===== src/rtl/dual_port_ram_sync_init.sv =====
// -----------------------------------------------------------------------------
// dual_port_ram_sync_init
//
// Single-clock true dual-port RAM with a clear sequencer that runs after reset.
// Two access ports (A and B) share one storage array. After every reset a
// sweep writes INIT_VALUE to every location, one word per cycle. Port requests
// are ignored until the sweep completes.
//
// Access rules once the sweep is done:
//   - Reads are registered, so data appears one cycle after the address.
//   - A read and a write to the same address in the same cycle return the old
//     contents (read-first).
//   - If both ports write the same address, port A wins and collision pulses
//     high for one cycle.
//   - Addresses at or above DEPTH are treated as holes: writes are dropped,
//     reads return 0, and no collision is flagged.
//
// Optional build macro:
//   DPRAM_PARITY_EN - store one even-parity bit per word and check it on every
//                     enabled read. When this macro is undefined, both
//                     parity_error outputs are tied to 0.
//
// Parameters:
//   DATA_WIDTH  word width in bits
//   ADDR_WIDTH  address width in bits
//   DEPTH       number of words (must be <= 2**ADDR_WIDTH)
//   INIT_VALUE  word written to every location during the clear sweep
//
// Ports:
//   clk              clock for all logic (rising edge)
//   reset            synchronous, active-high reset
//   write_enable_a/b port write request
//   output_enable_a/b port read enable
//   address_a/b      port address
//   data_in_a/b      port write data
//   data_out_a/b     registered read data (0 when not enabled)
//   init_busy        high while the clear sweep runs
//   collision        one-cycle pulse when both ports write the same address
//   parity_error_a/b registered parity mismatch on a read (parity build only)
// -----------------------------------------------------------------------------
module dual_port_ram_sync_init #(
    parameter int                    DATA_WIDTH = 8,
    parameter int                    ADDR_WIDTH = 8,
    parameter int                    DEPTH      = 2 ** ADDR_WIDTH,
    parameter logic [DATA_WIDTH-1:0] INIT_VALUE = '0
) (
    input  logic                  clk,
    input  logic                  reset,
    input  logic                  write_enable_a,
    input  logic                  output_enable_a,
    input  logic [ADDR_WIDTH-1:0] address_a,
    input  logic [DATA_WIDTH-1:0] data_in_a,
    output logic [DATA_WIDTH-1:0] data_out_a,
    input  logic                  write_enable_b,
    input  logic                  output_enable_b,
    input  logic [ADDR_WIDTH-1:0] address_b,
    input  logic [DATA_WIDTH-1:0] data_in_b,
    output logic [DATA_WIDTH-1:0] data_out_b,
    output logic                  init_busy,
    output logic                  collision,
    output logic                  parity_error_a,
    output logic                  parity_error_b
);

    // Depth widened by one bit so the range check also works when DEPTH equals
    // 2**ADDR_WIDTH.
    localparam logic [ADDR_WIDTH:0]   DEPTH_EXT = (ADDR_WIDTH + 1)'(DEPTH);
    localparam logic [ADDR_WIDTH-1:0] LAST_ADDR = ADDR_WIDTH'(DEPTH - 1);

    typedef enum logic {
        ST_CLEAR = 1'b0,
        ST_READY = 1'b1
    } state_t;

    state_t                  state_q, state_d;
    logic [ADDR_WIDTH-1:0]   counter_q, counter_d;
    logic                    collision_q, collision_d;
    logic                    ready;

    // Port signals packed so both ports can share one generate loop.
    // Index 0 is port A; index 1 is port B.
    logic [1:0]                  we_p;
    logic [1:0]                  oe_p;
    logic [1:0][ADDR_WIDTH-1:0]  addr_p;
    logic [1:0][DATA_WIDTH-1:0]  din_p;
    logic [1:0]                  in_range;

    assign we_p   = {write_enable_b, write_enable_a};
    assign oe_p   = {output_enable_b, output_enable_a};
    assign addr_p = {address_b, address_a};
    assign din_p  = {data_in_b, data_in_a};

    assign ready  = (state_q == ST_READY);

    // -------------------------------------------------------------------------
    // Storage
    // -------------------------------------------------------------------------
    logic [DATA_WIDTH-1:0] mem [0:DEPTH-1];

`ifdef DPRAM_PARITY_EN
    // Parity is kept as a flat vector. This makes every stored parity bit
    // individually addressable, separate from the data array.
    logic [DEPTH-1:0] parity_mem;
`endif

    // -------------------------------------------------------------------------
    // Clear sequencer
    // -------------------------------------------------------------------------
    always_comb begin
        state_d   = state_q;
        counter_d = counter_q;
        case (state_q)
            ST_CLEAR: begin
                counter_d = counter_q + ADDR_WIDTH'(1);
                // Leave on the same edge that writes the final location.
                if (counter_q == LAST_ADDR) begin
                    state_d   = ST_READY;
                    counter_d = '0;
                end
            end
            ST_READY: begin
                state_d = ST_READY;
            end
            default: begin
                state_d   = ST_CLEAR;
                counter_d = '0;
            end
        endcase
    end

    always_ff @(posedge clk) begin
        if (reset) begin
            state_q   <= ST_CLEAR;
            counter_q <= '0;
        end else begin
            state_q   <= state_d;
            counter_q <= counter_d;
        end
    end

    assign init_busy = (state_q == ST_CLEAR);

    // -------------------------------------------------------------------------
    // Range check per port
    // -------------------------------------------------------------------------
    genvar gi;
    generate
        for (gi = 0; gi < 2; gi++) begin : g_range
            assign in_range[gi] = ({1'b0, addr_p[gi]} < DEPTH_EXT);
        end
    endgenerate

    // -------------------------------------------------------------------------
    // Write path
    // -------------------------------------------------------------------------
    // The sweep borrows write port 0. Port B's write is suppressed when port A
    // writes the same valid address, so port A wins the collision.
    logic                  wr_en_a, wr_en_b;
    logic [ADDR_WIDTH-1:0] wr_addr_a, wr_addr_b;
    logic [DATA_WIDTH-1:0] wr_data_a, wr_data_b;
    logic                  same_addr;

    assign same_addr = (address_a == address_b);

    always_comb begin
        wr_en_a     = 1'b0;
        wr_addr_a   = address_a;
        wr_data_a   = data_in_a;
        wr_en_b     = 1'b0;
        wr_addr_b   = address_b;
        wr_data_b   = data_in_b;
        collision_d = 1'b0;
        if (state_q == ST_CLEAR) begin
            wr_en_a   = 1'b1;
            wr_addr_a = counter_q;
            wr_data_a = INIT_VALUE;
        end else begin
            wr_en_a     = we_p[0] & in_range[0];
            wr_en_b     = we_p[1] & in_range[1] & ~(wr_en_a & same_addr);
            // Both ports are in range when the addresses match and A is in
            // range, so out-of-range hole writes never flag a collision.
            collision_d = we_p[0] & we_p[1] & in_range[0] & same_addr;
        end
    end

    // Both write ports update storage in one process. The write enables are
    // mutually exclusive on a shared address. A reset edge writes nothing.
    always_ff @(posedge clk) begin
        if (!reset) begin
            if (wr_en_a) begin
                mem[wr_addr_a] <= wr_data_a;
`ifdef DPRAM_PARITY_EN
                parity_mem[wr_addr_a] <= ^wr_data_a;
`endif
            end
            if (wr_en_b) begin
                mem[wr_addr_b] <= wr_data_b;
`ifdef DPRAM_PARITY_EN
                parity_mem[wr_addr_b] <= ^wr_data_b;
`endif
            end
        end
    end

    always_ff @(posedge clk) begin
        if (reset) begin
            collision_q <= 1'b0;
        end else begin
            collision_q <= collision_d;
        end
    end

    assign collision = collision_q;

    // -------------------------------------------------------------------------
    // Read path, one registered read port per access port
    // -------------------------------------------------------------------------
    // The read data comes from the array before this edge's writes land. This
    // gives read-first behaviour on same-address read/write.
    generate
        for (gi = 0; gi < 2; gi++) begin : g_port
            logic [DATA_WIDTH-1:0] data_out_q, data_out_d;
            logic                  parity_error_q, parity_error_d;

            always_comb begin
                data_out_d     = '0;
                parity_error_d = 1'b0;
                if (ready && oe_p[gi] && in_range[gi]) begin
                    data_out_d = mem[addr_p[gi]];
`ifdef DPRAM_PARITY_EN
                    parity_error_d = (^mem[addr_p[gi]]) ^ parity_mem[addr_p[gi]];
`endif
                end
            end

            always_ff @(posedge clk) begin
                if (reset) begin
                    data_out_q     <= '0;
                    parity_error_q <= 1'b0;
                end else begin
                    data_out_q     <= data_out_d;
                    parity_error_q <= parity_error_d;
                end
            end
        end
    endgenerate

    assign data_out_a     = g_port[0].data_out_q;
    assign data_out_b     = g_port[1].data_out_q;
    assign parity_error_a = g_port[0].parity_error_q;
    assign parity_error_b = g_port[1].parity_error_q;

endmodule


===== config.mk =====
export PLATFORM = sky130hd
export DESIGN_NAME = dual_port_ram_sync_init
export DESIGN_NICKNAME = d
export VERILOG_FILES = /design/src/rtl/dual_port_ram_sync_init.sv
export SDC_FILE = /design/constraint.sdc
export NUM_CORES = 2
export LEC_CHECK = 0
export CAP_MARGIN = 20
export CELL_PAD_IN_SITES_DETAIL_PLACEMENT = 1
export CELL_PAD_IN_SITES_GLOBAL_PLACEMENT = 2
export CORE_ASPECT_RATIO = 0.5
export CORE_MARGIN = 10
export CORE_UTILIZATION = 49
export DETAILED_ROUTE_END_ITERATION = 8
export HOLD_SLACK_MARGIN = 0.03
export PLACE_DENSITY_LB_ADDON = 0.1
export SLEW_MARGIN = 20
export SYNTH_ARGS = -nofsm -noshare
export SYNTH_HDL_FRONTEND = slang
export SYNTH_SLANG_ARGS = --single-unit

===== constraint.sdc =====
create_clock -name clk -period 7.13 [get_ports clk]
set_input_delay 1.7825 -clock clk [delete_from_list [all_inputs] [get_ports clk]]
set_output_delay 1.7825 -clock clk [all_outputs]
set_load 0.1 [all_outputs]

==> summary.txt <==
Die
  • Die outline area: 0.266 mm^2
  • Area inside the core boundary: 0.243 mm^2
  • Die Span Y: 370 um
  • Std-Cell Rows: 128
  • Number of I/O pins: 58
  • Die Wd: 719 um
  • Initial Utilization: 49.2%

CTS
  • Clock transition time at the flip-flop clock pins of the worst setup and hold paths: 0.08 ns
  • Sink count of the clock tree: 2074
  • Clock root buffer: sky130_fd_sc_hd__clkbuf_16
  • Setup bufs post-CTS: 0
  • Worst skew pair latency: 0.93 ns
  • Number of H-tree branching levels: 4
  • Resized Gates After CTS: 0
  • Clock tree from TritonCTS: yes
  • Number of buffers inserted during clock tree synthesis: 206
  • Hold buffer count at cts: 0
  • Clock tree buffer depth: 4

Pwr
  • Combinational group share of total power: 7.9%
  • Net switching power: 6.70 mW
  • Switching share of power: 25.0%
  • Leakage: 44.1 nW
  • Internal power: 20.1 mW
  • VDD IR-drop max: 0.204 mV
  • Sequential group share of total power: 49.3%
  • Ratio of total power to cell area: 203 mW/mm^2
  • Clock group share of total power: 42.9%

Route
  • Detailed-route DRC error count: 0
  • Per-cell routed wire length: 40.9 um
  • Initial drt markers: 16200
  • Drt pass-1 iters: 8
  • Via/cell ratio: 7.34
  • DRT Wirelength: 522 mm
  • Remaining number of nets flagged by the antenna check after routing: 0
  • DR vias: 93700

STA
  • Setup repair after global routing missed its margin: no
  • Final clock skew: 0.0417 ns
  • Slew of the pin with the lowest slew margin: 1.35 ns
  • Maximum clock rate: 175 MHz
  • Total count of max-transition violations in the final report: 0
  • Final Hold Fails: 0
  • Final period util: 79.9%
  • Slew Limit Headroom: 7.73%
  • Final min period: 5.70 ns
  • Setup Viol. Count Final: 0
  • Final-layout setup total negative slack: 0 ns

Setup path
  • Required time of the critical path: 7.65 ns
  • Worst reg2reg setup slack: 2.49 ns
  • Start point of the critical path: address_b[0]
  • Crit start category: input port
  • CP Capture Type: flop
  • Crit path max fanout: 52
  • Arrival time of data at the critical path endpoint: 6.21 ns
  • CP endpoint: mem[40][2]$_DFFE_PP_
  • Count of cells along the worst register-to-register path: 6
  • Critical R2R Launch: ready$_SDFF_PP0_
  • Class of the most critical setup path: input port to flop
  • Reg-to-Reg End: mem[113][0]$_DFFE_PP_

Synthesis
  • Synthesized instance count: 9746
  • Warnings from Yosys: 0
  • Proportion of netlist area held by the largest area contributor: 51.3%
  • Number of enable-type register cells in the synthesized netlist: 2048
  • Unique cell type count in the Yosys netlist: 63
  • Biggest area consumer among synthesized cells: sky130_fd_sc_hd__edfxtp_1
  • Mean instance size in the synthesized netlist: 12.3 um^2
  • Post-synthesis register bit count: 2074
  • Post-Syn Area: 0.120 mm^2
  • Async S/R FF share, synth: 0%
  • Seq/Total Area, Yosys: 51.8%
  • Main flop type after synthesis: sky130_fd_sc_hd__edfxtp_1
  • Area contributors post-synth: sky130_fd_sc_hd__edfxtp_1 51%, sky130_fd_sc_hd__mux4_2 23%, sky130_fd_sc_hd__o21ai_0 8.7%, sky130_fd_sc_hd__nand2_1 6.8%, sky130_fd_sc_hd__clkbuf_1 2.8%

Global routing
  • Global-route congestion overflow total: 0
  • Total global routing track utilization: 38.4%
  • Initial antenna violation count: 48
  • Wire length of the first global-routing pass: 726 mm
  • Via count of the first global-routing pass: 90200
  • Pin count of the biggest net entering global routing: 154

Placement
  • Placed wire-length estimate after detailed placement: 344 mm
  • IO Port Bufs: 55
  • Placer Congestion: 0.985

Worst hold path
  • Class of the tightest hold or removal check: flop to flop

Layout
  • Layout area overhead: 10.1%
  • Area of the multi-input gates: 0.0538 mm^2
  • Most common cell after layout, fill and taps aside: sky130_fd_sc_hd__nand2_1
  • Total area of sequential cells: 0.0620 mm^2
  • Fraction of final layout cells sized beyond drive strength 1: 23.4%
  • Commonest cells after routing, fill and taps aside: 2141 x sky130_fd_sc_hd__nand2_1, 2070 x sky130_fd_sc_hd__o21ai_0, 2048 x sky130_fd_sc_hd__edfxtp_1, 1225 x sky130_fd_sc_hd__mux4_2, 438 x sky130_fd_sc_hd__buf_4
  • Final Core Density: 54.2%
  • Number of filler instances in the final layout: 24000
  • Number of nets at the end of the flow: 9365

Run
  • Max capacitance violation total: 0

Status
  • Outcome: finished, final reports clean
[worst max-delay path, stage by stage]
cell and delay (ns):
sky130_fd_sc_hd__buf_8 0.32, sky130_fd_sc_hd__buf_12 0.35, sky130_fd_sc_hd__nor2_1 0.82, sky130_fd_sc_hd__nand2_2 0.88, sky130_fd_sc_hd__buf_4 0.53, sky130_fd_sc_hd__nor3_2 0.87, sky130_fd_sc_hd__o21bai_1 0.58
[cells in the mapped netlist (all sizes together), types with 3 or more instances]
| cell | n |
|---|---|
| xnor2 | 11 |
| mux2 | 4 |
| a41oi | 5 |
| o22ai | 100 |
| nand2b | 11 |
| a21oi | 28 |
| a22o | 38 |
| dfxtp | 26 |
| or2 | 10 |
| or3 | 10 |
| o31ai | 3 |
| nor3 | 205 |
| nand2 | 2170 |
| or4 | 4 |
| mux2i | 40 |
| and2 | 8 |
| o32ai | 5 |
| a32oi | 7 |
| edfxtp | 2048 |
| inv | 12 |
| nor2 | 59 |
| nand3 | 41 |
| a31oi | 3 |
| o21ai | 2075 |
| o21bai | 176 |
| a211oi | 12 |
| nand4 | 6 |
| a22oi | 53 |
| a221oi | 35 |
| mux4 | 1225 |
| o221ai | 9 |
| nor4 | 69 |
| buf | 300 |
| clkbuf | 886 |
| o2111ai | 3 |
| nor2b | 22 |
[flip-flops by register name, summed over array words and instances (netlist names)]
name and cells:
data_out_a 8, counter_q 8, mem 2048, collision 1, data_out_b 8, ready 1
[power by group through the flow]
stage	Sequential, mW	Combinational (mW)	Clock (mW)
2_1_floorplan	13.5	1.12	0
6_report	13.2	2.11	11.5
4_1_cts	13.2	2.02	11.5
5_1_grt	13.2	2.09	12.0
3_3_place_gp	13.5	2.00	0
3_5_place_dp	13.5	2.02	0
[worst min-delay path by stage]
stage,cells after the start,end,from,slack [ns]
floorplan,2,counter_q[7]$_SDFFE_PP0N_,counter_q[7]$_SDFFE_PP0N_,0.51
global placement,2,counter_q[7]$_SDFFE_PP0N_,counter_q[7]$_SDFFE_PP0N_,0.55
detailed placement,2,counter_q[7]$_SDFFE_PP0N_,counter_q[7]$_SDFFE_PP0N_,0.58
CTS,2,counter_q[7]$_SDFFE_PP0N_,counter_q[7]$_SDFFE_PP0N_,0.58
global route,2,counter_q[7]$_SDFFE_PP0N_,counter_q[7]$_SDFFE_PP0N_,0.61
finish,2,counter_q[7]$_SDFFE_PP0N_,counter_q[7]$_SDFFE_PP0N_,0.60
[cell families (layout without fill, tap and decap cells)]
family	after synthesis	count (layout)	synth area share (%)
AO/OA/AOI/OAI	2567	2567	11.7
multiplexers	1269	1269	23.4
adder cells (fa/ha/maj)	1	1	0.0104
flip-flops	2074	2074	51.8
other	1	41	0.00313
XOR/XNOR	12	12	0.0877
buffers and inverters	1198	940	4.20
AND/OR/NAND/NOR	2624	2624	8.81
[final cells by class]
class | count | area share (%)
Timing Repair Buffer | 557 | 3.92
Antenna cell | 39 | 0.0740
Sequential cell | 2074 | 47.0
Multi-Input combinational cell | 6475 | 40.8
Clock inverter | 113 | 0.876
Tap cell | 3250 | 3.08
Clock buffer | 258 | 4.14
Inverter | 12 | 0.0399
[stage by stage]
stage	hold WS (ns)	setup WS, ns	cells	instance area [um^2]	total power [mW]
floorplan	0.509	2.55	9747	120000	14.6
global placement	0.552	0.735	12400	125000	15.5
finish	0.596	1.43	12800	132000	26.8
detailed placement	0.575	0.720	12400	125000	15.5
CTS	0.584	1.65	12700	132000	26.7
global route	0.612	1.55	12800	132000	27.2
[routing by layer]
| layer | GRT usage [%] | part of all wire (%) |
|---|---|---|
| met4 | 15.3 | 4.7 |
| met1 | 53.1 | 38 |
| met3 | 14.1 | 15 |
| met5 | 0.647 | 0.062 |
| met2 | 55.0 | 42 |
(Power assumes the default switching activity.)
